==> config.mk <==
export PLATFORM = sky130hd
export DESIGN_NAME = bram_stream_reader
export DESIGN_NICKNAME = d
export VERILOG_FILES = /design/src/rtl/bram_stream_reader.sv
export SDC_FILE = /design/constraint.sdc
export NUM_CORES = 1
export LEC_CHECK = 0
export ABC_AREA = 1
export CORE_ASPECT_RATIO = 1.75
export CORE_UTILIZATION = 40
export CTS_CLUSTER_DIAMETER = 100
export CTS_CLUSTER_SIZE = 40
export DETAILED_ROUTE_END_ITERATION = 10
export PLACE_DENSITY = 0.67
export SYNTH_ARGS = -nofsm -noshare
export SYNTH_HDL_FRONTEND = slang
export SYNTH_SLANG_ARGS = --single-unit
==> constraint.sdc <==
create_clock -name clk -period 10.95 [get_ports clk]
set_clock_uncertainty 0.2 [all_clocks]
set_input_delay 3.285 -clock clk [delete_from_list [all_inputs] [get_ports clk]]
set_output_delay 3.285 -clock clk [all_outputs]
set_load 0.01 [all_outputs]
==> src/rtl/bram_stream_reader.sv <==
// Streams len consecutive BRAM words from base_addr onto a valid/ready port,
// hiding the 1-cycle read latency behind a small registered FIFO.
module bram_stream_reader #(
  parameter int ADDR_WIDTH = 11,
  parameter int DATA_WIDTH = 192,
  parameter int DEPTH      = 2048,
  parameter int BUF_DEPTH  = 2
) (
  input  logic                  clk,
  input  logic                  rst_n,
  input  logic                  start,
  input  logic [ADDR_WIDTH-1:0] base_addr,
  input  logic [ADDR_WIDTH:0]   len,
  output logic                  busy,
  output logic                  done,
  output logic                  bram_re,
  output logic [ADDR_WIDTH-1:0] bram_rd_addr,
  input  logic [DATA_WIDTH-1:0] bram_rd_data,
  output logic                  out_valid,
  input  logic                  out_ready,
  output logic [DATA_WIDTH-1:0] out_data,
  output logic                  out_last
);

  localparam int PW = (BUF_DEPTH > 1) ? $clog2(BUF_DEPTH) : 1;
  localparam int CW = PW + 1;

  localparam logic [1:0] IDLE   = 2'd0;
  localparam logic [1:0] RUN    = 2'd1;
  localparam logic [1:0] FINISH = 2'd2;

  logic [1:0]            state_q, state_d;
  logic [ADDR_WIDTH-1:0] base_q, addr_q;
  logic [ADDR_WIDTH:0]   len_q, issued_q, delivered_q, last_idx;
  logic                  inflight_q;
  logic [DATA_WIDTH-1:0] mem_q [BUF_DEPTH];
  logic [PW-1:0]         wr_ptr_q, rd_ptr_q;
  logic [CW-1:0]         count_q, count_d;
  logic [CW:0]           occ;
  logic                  pop, push;

  assign last_idx  = len_q - {{ADDR_WIDTH{1'b0}}, 1'b1};
  assign out_valid = (count_q != '0);
  assign out_data  = mem_q[rd_ptr_q];
  assign out_last  = out_valid && (delivered_q == last_idx);
  assign busy      = (state_q == RUN);
  assign done      = (state_q == FINISH);
  assign pop       = out_valid & out_ready;
  assign push      = inflight_q;

  // Occupancy seen by the issue logic counts the read still in the RAM pipe,
  // so a new read is only launched when its word is guaranteed a slot.
  always_comb begin
    occ = {1'b0, count_q} + {{CW{1'b0}}, inflight_q} - {{CW{1'b0}}, pop};
    bram_re = (state_q == RUN) && (issued_q < len_q) &&
              (occ < (CW+1)'(BUF_DEPTH));
    bram_rd_addr = bram_re ? (base_q + issued_q[ADDR_WIDTH-1:0]) : addr_q;
  end

  always_comb begin
    state_d = state_q;
    count_d = count_q + {{PW{1'b0}}, push} - {{PW{1'b0}}, pop};
    case (state_q)
      IDLE:    if (start) state_d = (len != '0) ? RUN : FINISH;
      RUN:     if (pop && (delivered_q == last_idx)) state_d = FINISH;
      FINISH:  state_d = IDLE;
      default: state_d = IDLE;
    endcase
  end

  always_ff @(posedge clk) begin
    if (!rst_n) begin
      state_q     <= IDLE;
      base_q      <= '0;
      addr_q      <= '0;
      len_q       <= '0;
      issued_q    <= '0;
      delivered_q <= '0;
      inflight_q  <= 1'b0;
      wr_ptr_q    <= '0;
      rd_ptr_q    <= '0;
      count_q     <= '0;
      for (int i = 0; i < BUF_DEPTH; i++) mem_q[i] <= '0;
    end else begin
      state_q    <= state_d;
      count_q    <= count_d;
      inflight_q <= bram_re;
      if (state_q == IDLE && start && len != '0) begin
        base_q      <= base_addr;
        len_q       <= len;
        issued_q    <= '0;
        delivered_q <= '0;
      end
      if (bram_re) begin
        issued_q <= issued_q + 1'b1;
        addr_q   <= bram_rd_addr;
      end
      if (push) begin
        mem_q[wr_ptr_q] <= bram_rd_data;
        wr_ptr_q        <= wr_ptr_q + 1'b1;
      end
      if (pop) begin
        rd_ptr_q    <= rd_ptr_q + 1'b1;
        delivered_q <= delivered_q + 1'b1;
      end
    end
  end

endmodule

# Yosys cells after proc, flatten, opt, wreduce, memory -nomap -nowiden
# Memories as Yosys holds them, arrays and structs flattened. A register that Yosys moved wholly into a read port is not among the register bits.
# Cells that the tools add are included.
[classes] addsub=10 n_reduce_logical=13 eq_ne=5 magnitude_cmp=2 n_mux=17 bitwise=1
[op_table] op="two-way mux 192 bit" n=1
[op_table] op="OR reduction 192 bit" n=1
[op_table] op="two-way mux 12 bit" n=3
[op_table] op="adder 12 x 1 -> 12 bit, second input constant" n=2
[op_table] op="equality test 12 bit" n=1
[op_table] op="< comparator 12 bit" n=1
[op_table] op="nonzero test 12 bit" n=1
[op_table] op="subtractor 12 x 1 -> 12 bit, second input constant" n=1
[op_table] op="adder 11 bit" n=1
[op_table] op="two-way mux 11 bit" n=1
[op_table] op="two-way mux 1 bit" n=8
[op_table] op="logical AND 1 bit" n=6
[op_table] op="two-way mux 2 bit" n=3
[op_table] op="nonzero test 2 bit" n=3
[op_table] op="one-hot mux 2 bit (2 select lines)" n=1
[op_table] op="adder 2 x 1 -> 3 bit" n=1
[op_table] op="< comparator 3 x 2 -> 1 bit, second input constant" n=1
[op_table] op="subtractor 3 x 1 -> 3 bit" n=1
[op_table] op="adder 1 bit, second input constant" n=2
[op_table] op="adder 2 x 1 -> 2 bit" n=1
[op_table] op="equality test 2 x 1 -> 1 bit, second input constant" n=1
[op_table] op="equality test 2 bit, second input constant" n=1
[op_table] op="zero test 2 bit" n=1
[op_table] op="!= test 2 x 1 -> 1 bit, second input constant" n=1
[op_table] op="other kinds (4)" n=4
[totals] register_bits=65 word_cells=59 output_inout_bits=208 in_bits=219 mem_bits_rw=384 mem_count=1
[mem_list] memory="mem_q" words=2 word_bits=192 read_ports=1 rd_ports_with_merged_regs=1 write_ports=2 line="36" rtl="logic [DATA_WIDTH-1:0] mem_q [BUF_DEPTH];"

# Logic depth before layout (Yosys ltp)
# Gate-level depths: netlist of the first run.
[logic_depth] word_depth=6 depth_mapped=17 depth_no_buf=16

# Worst setup path before layout of the first run
# No wires, ideal clock.
[synth_path] path_kind="input to output" start="input out_ready" end="output bram_rd_addr[1]" required_time_ps=7465 n_path_buf=2 slack_ps=1689 path_stages=14 t_arrival_ps=5776 cell_sequence="nand2_1 > inv_1 > buf_1 > ha_1 > inv_1 > ha_1 > fa_1 > nor2_1 > nand2_2 > a311oi_4 > nand2_4 > buf_6 > o21ai_2 > inv_1"
[synth_between] elab_chain_len=5
[synth_rtl] element="start, declared" line="20" rtl="input logic out_ready,"
[synth_rtl] element="bitwise AND 1 bit" line="48" rtl="assign pop = out_valid & out_ready;"
[synth_rtl] element="net pop" line="40" rtl="logic pop, push;"
[synth_rtl] element="subtractor 3 x 1 -> 3 bit" line="54" rtl="occ = {1'b0, count_q} + {{CW{1'b0}}, inflight_q} - {{CW{1'b0}}, pop};"
[synth_rtl] element="< comparator 3 x 2 -> 1 bit" line="56" rtl="(occ < (CW+1)'(BUF_DEPTH));"
[synth_rtl] element="logical AND 1 bit" line="55" rtl="bram_re = (state_q == RUN) && (issued_q < len_q) &&"
[synth_rtl] element="two-way mux 11 bit" line="57" rtl="bram_rd_addr = bram_re ? (base_q + issued_q[ADDR_WIDTH-1:0]) : addr_q;"
[synth_rtl] element="end, declared" line="17" rtl="output logic [ADDR_WIDTH-1:0] bram_rd_addr,"
# The timed path passes the listed nets, and every way through them passes these cells.

# Worst setup path in the final report of the first run
[layout_path] start="input out_ready" end="output bram_rd_addr[10]"
[layout_between] elab_chain_len=5
[layout_rtl] element="bitwise AND 1 bit" line="48"
[layout_rtl] element="subtractor 3 x 1 -> 3 bit" line="54"
[layout_rtl] element="< comparator 3 x 2 -> 1 bit" line="56"
[layout_rtl] element="logical AND 1 bit" line="55"
[layout_rtl] element="two-way mux 11 bit" line="57"
# No other way between the ends.

==> results of run 1 <==
[power by group through the flow]
stage	combinational [W]	clock, W	sequential, W
2_1_floorplan	0.000756	0	0.00211
3_3_place_gp	0.00140	0	0.00213
3_5_place_dp	0.00141	0	0.00214
4_1_cts	0.00142	0.000810	0.00210
5_1_grt	0.00150	0.000852	0.00212
6_report	0.00140	0.000785	0.00210
[placed cells by master (no fill, tap or decap), types with 7 or more instances in the layout]
cell	count
sky130_fd_sc_hd__xnor2_1	9
sky130_fd_sc_hd__nand2_2	11
sky130_fd_sc_hd__inv_2	8
sky130_fd_sc_hd__nand2_1	99
sky130_fd_sc_hd__ha_1	26
sky130_fd_sc_hd__clkbuf_16	15
sky130_fd_sc_hd__nand3_1	38
sky130_fd_sc_hd__o21ai_2	11
sky130_fd_sc_hd__nand4_1	14
sky130_fd_sc_hd__o21ai_0	42
sky130_fd_sc_hd__edfxtp_1	384
sky130_fd_sc_hd__clkdlybuf4s50_1	426
sky130_fd_sc_hd__nor2_1	448
sky130_fd_sc_hd__a21oi_1	49
sky130_fd_sc_hd__dfxtp_1	65
sky130_fd_sc_hd__xor2_1	17
sky130_fd_sc_hd__buf_4	8
sky130_fd_sc_hd__diode_2	7
sky130_fd_sc_hd__inv_1	266
sky130_fd_sc_hd__nor2_2	11
sky130_fd_sc_hd__mux2_2	192
sky130_fd_sc_hd__clkbuf_1	7
[area by class of cell]
class | count | area (um2)
Inverter | 276 | 1040
Antenna cell | 7 | 17.5
Multi-Input combinational cell | 1000 | 6040
Clock buffer | 22 | 402
Timing Repair Buffer | 438 | 4400
Clock inverter | 3 | 42.5
Sequential cell | 450 | 12900
Tap cell | 660 | 826
Fill cell | 4528 | 24100
[worst max path at each step]
stage                   start               end  slack (ps)
global placement    out_ready  bram_rd_addr[10]         640
CTS                 out_ready  bram_rd_addr[10]         540
finish              out_ready  bram_rd_addr[10]         550
global route        out_ready  bram_rd_addr[10]         290
floorplan           out_ready   bram_rd_addr[1]        1690
detailed placement  out_ready  bram_rd_addr[10]         580
[layer usage]
metal,vias up,share of wire,GRT usage
li1,6665,-,-
met1,6792,0.35,0.201
met2,395,0.55,0.385
met3,91,0.063,0.0366
met4,4,0.040,0.0881
met5,-,0.00059,0
[worst register-to-register path, stage by stage, from the launching register on]
cell	delay [ps]
sky130_fd_sc_hd__dfxtp_1	360
sky130_fd_sc_hd__nor2_1	120
sky130_fd_sc_hd__inv_1	70
sky130_fd_sc_hd__nand2_1	120
sky130_fd_sc_hd__inv_1	70
sky130_fd_sc_hd__ha_1	280
sky130_fd_sc_hd__inv_1	40
sky130_fd_sc_hd__ha_1	180
sky130_fd_sc_hd__fa_1	480
sky130_fd_sc_hd__nor2_1	130
sky130_fd_sc_hd__nand2_2	80
sky130_fd_sc_hd__a311oi_4	500
sky130_fd_sc_hd__nand2_4	360
sky130_fd_sc_hd__buf_4	310
sky130_fd_sc_hd__nor2_1	120
sky130_fd_sc_hd__nand2_1	70
sky130_fd_sc_hd__o21ai_0	60
[flip-flops by register name, summed over array words and instances (netlist names), named ones only]
name and count:
issued_q 12, base_q 11, count_q 2, addr_q 11, state_q 2, rd_ptr_q 1
delivered_q 12, mem_q 384, inflight_q 1, wr_ptr_q 1, len_q 12
[per-stage QoR]
stage	setup slack, ps	utilization	power [W]
5_1_grt	290	0.515	0.00447
3_3_place_gp	640	0.506	0.00353
2_1_floorplan	1690	-	0.00287
3_5_place_dp	580	0.506	0.00356
6_report	545	0.515	0.00428
4_1_cts	543	0.515	0.00433
[logic make-up after synthesis]
| group | count (synthesis) |
|---|---|
| AO/OA/AOI/OAI | 112 |
| XOR/XNOR | 26 |
| adder cells (fa/ha/maj) | 28 |
| buffers and inverters | 355 |
| flip-flops | 450 |
| multiplexers | 192 |
| AND/OR/NAND/NOR | 642 |
==> results.sh, run 1 <==
export IMPL_switchingPower_w=0.00127
export IMPL_vdd_ir_drop_worst_uv=121
export IMPL_worst_hold_slack_ps=264
export IMPL_cp_top_family="buffers and inverters"
export IMPL_setup_repair_after_global_routing_missed_its_margin="no"
export IMPL_synth_compound_area_share=0.0318
export IMPL_place_detailed_instances=2824
export IMPL_wirelength_um=52800
export IMPL_critical_path_class="primary input to output port"
export IMPL_setup_violations=0
export IMPL_die_w_um=172
export IMPL_tns_ps=0
export IMPL_antenna_found_initial=9
export IMPL_die_h_um=299
export IMPL_flow_area_growth_from_synthesis_pct=26.8
export IMPL_dpl_instance_area_um2=25200
export IMPL_dp_final_hpwl_um=36200
export IMPL_dr_pass1_iters=5
export IMPL_globalRouteOverflowTotal=0
export IMPL_yosys_area_share_simple=0.129
export IMPL_num_vias=13900
export IMPL_yosysWarnings=0
export IMPL_design_final_nets=2428
export IMPL_worst_endpoint_arrival_ps=6920
export IMPL_async_flop_share=0
export IMPL_worst_slew_margin_rel=0.308
export IMPL_power_frac_comb=0.327
export IMPL_gp_congestion=0.849
export IMPL_switching_part_of_the_total=0.297
export IMPL_drc_violations_left=0
export IMPL_wl_per_cell_um=18.5
export IMPL_tritoncts="done"
export IMPL_max_clock_freq_mhz=96.1
export IMPL_drt_first_iter_violations=824
export IMPL_worst_ep_required_time_ps=7470
export IMPL_clk_insertion_delay_late_ps=550
export IMPL_maximum_number_of_pins_on_one_net_before_global_route_repair=194
export IMPL_rr_worst_depth=16
export IMPL_postSynthNetCount=2052
export IMPL_syn_area_per_cell_um2=11.2
export IMPL_die_area_um2=51500
export IMPL_synth_area_leaders="sky130_fd_sc_hd__edfxtp_1 57%, sky130_fd_sc_hd__mux2_2 11%, sky130_fd_sc_hd__nor2_1 8.3%"
export IMPL_ys_dominant_reg_cell="sky130_fd_sc_hd__edfxtp_1"
export IMPL_grt_usage=0.199
export IMPL_non_filler_cell_area_final_um2=25600
export IMPL_drv_slew=0
export IMPL_clock_sinks=450
export IMPL_timing_critical_path_slowest_cell_delay_ps=500
export IMPL_number_of_cells_on_the_critical_path=16
export IMPL_power_frac_clock=0.183
export IMPL_min_from="rd_ptr_q$_SDFFE_PN0P_"
export IMPL_p_seq_frac=0.490
export IMPL_core_um2=49700
export IMPL_post_synth_top_area_cell="sky130_fd_sc_hd__edfxtp_1"
export IMPL_drv_max_cap_violation_count=0
export IMPL_clock_root_buffer="sky130_fd_sc_hd__clkbuf_16"
export IMPL_critical_path_peak_fanout=29
export IMPL_design_portCount=427
export IMPL_synth_cell_area_um2=20200
export IMPL_syn_inst=1805
export IMPL_final_period_utilization=0.950
export IMPL_p_per_area_nw_per_um2=167
export IMPL_drt_vias_per_instance=4.88
export IMPL_reg2reg_from="count_q[1]$_SDFF_PN0_"
export IMPL_yosys_cell_count_top_type="sky130_fd_sc_hd__nor2_1"
export IMPL_cts_htree_levels=1
export IMPL_static_leakage_power_nw=10.4
export IMPL_drt_antenna_violating_nets=0
export IMPL_worst_setup_path_end_kind="output port"
export IMPL_netlist_cell_types=38
export IMPL_internal_power_w=0.00301
export IMPL_synth_mux_area_frac=0.107
export IMPL_finalNonFillerCells=2856
export IMPL_cts_inserted_buffers=15
export IMPL_finalHoldViolations=0
export IMPL_slew_at_the_pin_closest_to_its_max_slew_limit_ps=1040
export IMPL_crit_path_top_delay_cell="sky130_fd_sc_hd__a311oi_4"
export IMPL_synth_edf_count=384
export IMPL_r2r_end="issued_q[1]$_SDFFE_PN0P_"
export IMPL_synth_seq_cells=450
export IMPL_ctsResizeCount=0
export IMPL_path_cells="clkdlybuf4s50_1 > nand2_1 > inv_1 > ha_1 > inv_1 > ha_1 > fa_1 > nor2_1 > nand2_2 > a311oi_4 > nand2_4 > inv_2 > nand2_1 > nand2_1 > inv_1 > clkdlybuf4s50_1"
export IMPL_hold_path_cell_count=1
export IMPL_placementRows=108
export IMPL_run_status="finished, final reports clean"
export IMPL_timing_reg2reg_setup_slack_ps=7330
export IMPL_portBuffers=426
export IMPL_worst_path_buf_inv=6
export IMPL_hold_class="flip-flop to flip-flop"
export IMPL_layout_cell_share_with_drive_strength_beyond_1=0.125
export IMPL_initial_core_utilization=0.407
export IMPL_cts_max_path_buffers=3
export IMPL_worst_setup_hold_path_clk_slew_ps=150
export IMPL_yosysSeqAreaShare=0.636
export IMPL_critical_path_startpoint_type="primary input"
export IMPL_synth_fa_ha_area_frac=0.0181
export IMPL_synth_top_cell_area_share=0.570
export IMPL_synth_xor_xnor_area_share=0.0113
export IMPL_layout_min_cycle_time_ps=10400
export IMPL_dominant_combinational_cell_family_by_area_after_synthesis="simple AND/OR/NAND/NOR gates"
export IMPL_hold_buffers=0
export IMPL_grt_pass1_vias=14200
export IMPL_postCtsSetupRepairBufs=0
export IMPL_synth_top_cells_by_count="448 x sky130_fd_sc_hd__nor2_1, 384 x sky130_fd_sc_hd__edfxtp_1, 266 x sky130_fd_sc_hd__inv_1"
export IMPL_grt_pass1_wl_um=77800
Note: power is estimated with default switching activity, not from simulation.
==> run 2: changes to the inputs <==
--- a/config.mk
+++ b/config.mk
@@ -11,7 +11,8 @@
 export CTS_CLUSTER_DIAMETER = 100
 export CTS_CLUSTER_SIZE = 40
 export DETAILED_ROUTE_END_ITERATION = 10
-export PLACE_DENSITY = 0.67
+export PLACE_DENSITY = 0.65
+export SETUP_SLACK_MARGIN = 0.3
 export SYNTH_ARGS = -nofsm -noshare
 export SYNTH_HDL_FRONTEND = slang
 export SYNTH_SLANG_ARGS = --single-unit
==> results.sh, run 2 (synthesis gave the netlist of run 1 again) <==
export IMPL_run_status="finished, final reports clean"
export IMPL_antenna_found_initial=11
export IMPL_initial_core_utilization=0.407
export IMPL_critical_path_peak_fanout=23
export IMPL_globalRouteOverflowTotal=0
export IMPL_timing_critical_path_slowest_cell_delay_ps=560
export IMPL_wl_per_cell_um=18.5
export IMPL_layout_min_cycle_time_ps=10340
export IMPL_worst_ep_required_time_ps=7470
export IMPL_core_um2=49700
export IMPL_timing_reg2reg_setup_slack_ps=7410
export IMPL_worst_setup_hold_path_clk_slew_ps=140
export IMPL_design_final_nets=2427
export IMPL_setup_violations=0
export IMPL_layout_cell_share_with_drive_strength_beyond_1=0.124
export IMPL_num_vias=13900
export IMPL_design_portCount=427
export IMPL_crit_path_top_delay_cell="sky130_fd_sc_hd__a311oi_4"
export IMPL_cts_max_path_buffers=3
export IMPL_die_area_um2=51500
export IMPL_critical_path_class="primary input to output port"
export IMPL_maximum_number_of_pins_on_one_net_before_global_route_repair=194
export IMPL_worst_setup_path_end_kind="output port"
export IMPL_filler_cell_count_in_the_final_layout=4506
export IMPL_p_per_area_nw_per_um2=167
export IMPL_drt_antenna_violating_nets=0
export IMPL_r2r_end="issued_q[1]$_SDFFE_PN0P_"
export IMPL_pre_cts_slack_ps=547
export IMPL_drc_violations_left=0
export IMPL_clock_root_buffer="sky130_fd_sc_hd__clkbuf_16"
export IMPL_ff_latch_area_um2=12900
export IMPL_final_period_utilization=0.945
export IMPL_finalHoldViolations=0
export IMPL_max_clock_freq_mhz=96.7
export IMPL_cts_inserted_buffers=15
export IMPL_drt_vias_per_instance=4.88
export IMPL_top_register_by_number_of_flip_flops="mem_q"
export IMPL_critical_path_startpoint_type="primary input"
export IMPL_die_h_um=299
export IMPL_final_critical_path_setup_slack_ps=606
export IMPL_fin_total_pwr_w=0.00429
export IMPL_hold_class="flip-flop to flip-flop"
export IMPL_die_w_um=172
export IMPL_rr_worst_depth=16
export IMPL_path_cells="clkdlybuf4s50_1 > nand2_1 > inv_1 > ha_1 > inv_1 > ha_1 > fa_1 > nor2_1 > nand2_2 > a311oi_4 > nand2_8 > inv_2 > nand2_1 > nand2_1 > inv_1 > clkdlybuf4s50_1"
export IMPL_grt_usage=0.200
export IMPL_vdd_ir_drop_worst_uv=145
export IMPL_dr_pass1_iters=5
export IMPL_dp_final_hpwl_um=35800
export IMPL_clock_sinks=450
export IMPL_portBuffers=426
export IMPL_most_common_library_cell_in_the_layout_ignoring_fill_and_taps="sky130_fd_sc_hd__nor2_1"
export IMPL_grt_pass1_vias=14100
export IMPL_multi_input_comb_area_um2=6050
export IMPL_dpl_instance_area_um2=25200
export IMPL_reg2reg_from="count_q[1]$_SDFF_PN0_"
export IMPL_worst_slew_margin_rel=0.263
export IMPL_setup_repair_after_global_routing_missed_its_margin="no"
export IMPL_most_common_layout_cells="448 x sky130_fd_sc_hd__nor2_1, 426 x sky130_fd_sc_hd__clkdlybuf4s50_1, 384 x sky130_fd_sc_hd__edfxtp_1"
export IMPL_non_filler_cell_area_final_um2=25600
export IMPL_slew_at_the_pin_closest_to_its_max_slew_limit_ps=1110
export IMPL_placementRows=108
export IMPL_min_from="rd_ptr_q$_SDFFE_PN0P_"
export IMPL_clk_insertion_delay_late_ps=550
export IMPL_largest_register_ff_count=384
export IMPL_drt_first_iter_violations=879
export IMPL_drv_slew=0
export IMPL_gp_congestion=0.886
export IMPL_hold_path_cell_count=1
export IMPL_worst_endpoint_arrival_ps=6860
export IMPL_grt_pass1_wl_um=78400
export IMPL_drv_max_cap_violation_count=0
export IMPL_cts_htree_levels=1
export IMPL_layout_core_utilization=0.515
export IMPL_static_leakage_power_nw=10.4
export IMPL_tns_ps=0
export IMPL_tritoncts="done"
export IMPL_flow_area_growth_from_synthesis_pct=26.8
export IMPL_wirelength_um=52700
run 2: cell types whose count changed in the layout (fill, tap and decap cells not counted):
cell,previous run,this run
sky130_fd_sc_hd__buf_4,8,7
sky130_fd_sc_hd__clkbuf_1,7,8
sky130_fd_sc_hd__clkinv_16,1,0
sky130_fd_sc_hd__clkinv_2,1,0
sky130_fd_sc_hd__clkinv_8,0,1
sky130_fd_sc_hd__clkinvlp_4,1,0
sky130_fd_sc_hd__inv_16,0,1
sky130_fd_sc_hd__nand2_4,3,2
sky130_fd_sc_hd__nand2_8,0,1
run 2: what timing repair did:
item                                    CTS  global route
hold buffers                              0             0
endpoints found under the setup margin    0             1
resized for setup                         0             1
setup buffers                             0             0
run 2: final cells by class:
class,count,area share
Multi-Input combinational cell,1000,0.236
Antenna cell,7,0.000684
Inverter,276,0.0404
Clock buffer,23,0.0158
Clock inverter,2,0.00142
Sequential cell,450,0.502
Timing Repair Buffer,437,0.172
Tap cell,660,0.0322
run 2: how the worst max path moves through the flow:
stage	start	end	slack [ps]	cells after the start
6_report	out_ready	bram_rd_addr[10]	610	16
5_1_grt	out_ready	bram_rd_addr[10]	350	16
4_1_cts	out_ready	bram_rd_addr[10]	550	16
3_5_place_dp	out_ready	bram_rd_addr[10]	550	16
3_3_place_gp	out_ready	bram_rd_addr[10]	630	16
2_1_floorplan	out_ready	bram_rd_addr[1]	1690	14
run 2: layer usage:
metal  wire, um  track usage
met2      28900        0.381
met3       3520       0.0389
met4       1710       0.0752
met5         67            0
met1      18600        0.211
run 2: critical path, delay by kind of cell:
| kind | cells | cell delay [ps] |
|---|---|---|
| compound gates | 1 | 560 |
| simple gates | 6 | 790 |
| buf+inv | 6 | 1300 |
| fa+ha+maj | 3 | 930 |
run 2: per-stage QoR:
| step | std cells | hold WS, ps |
|---|---|---|
| after global placement | 2823 | 232 |
| after detailed placement | 2823 | 243 |
| final | 2855 | 260 |
| after CTS | 2848 | 266 |
| after floorplan | 1805 | 226 |
| after global routing | 2854 | 288 |
run 2: power by group:
part	total [W]	switching, W	internal (W)
Clock	0.000783	0.000512	0.000271
Combinational	0.00141	0.000689	0.000726
Sequential	0.00209	0.0000695	0.00202
Total	0.00429	0.00127	0.00302
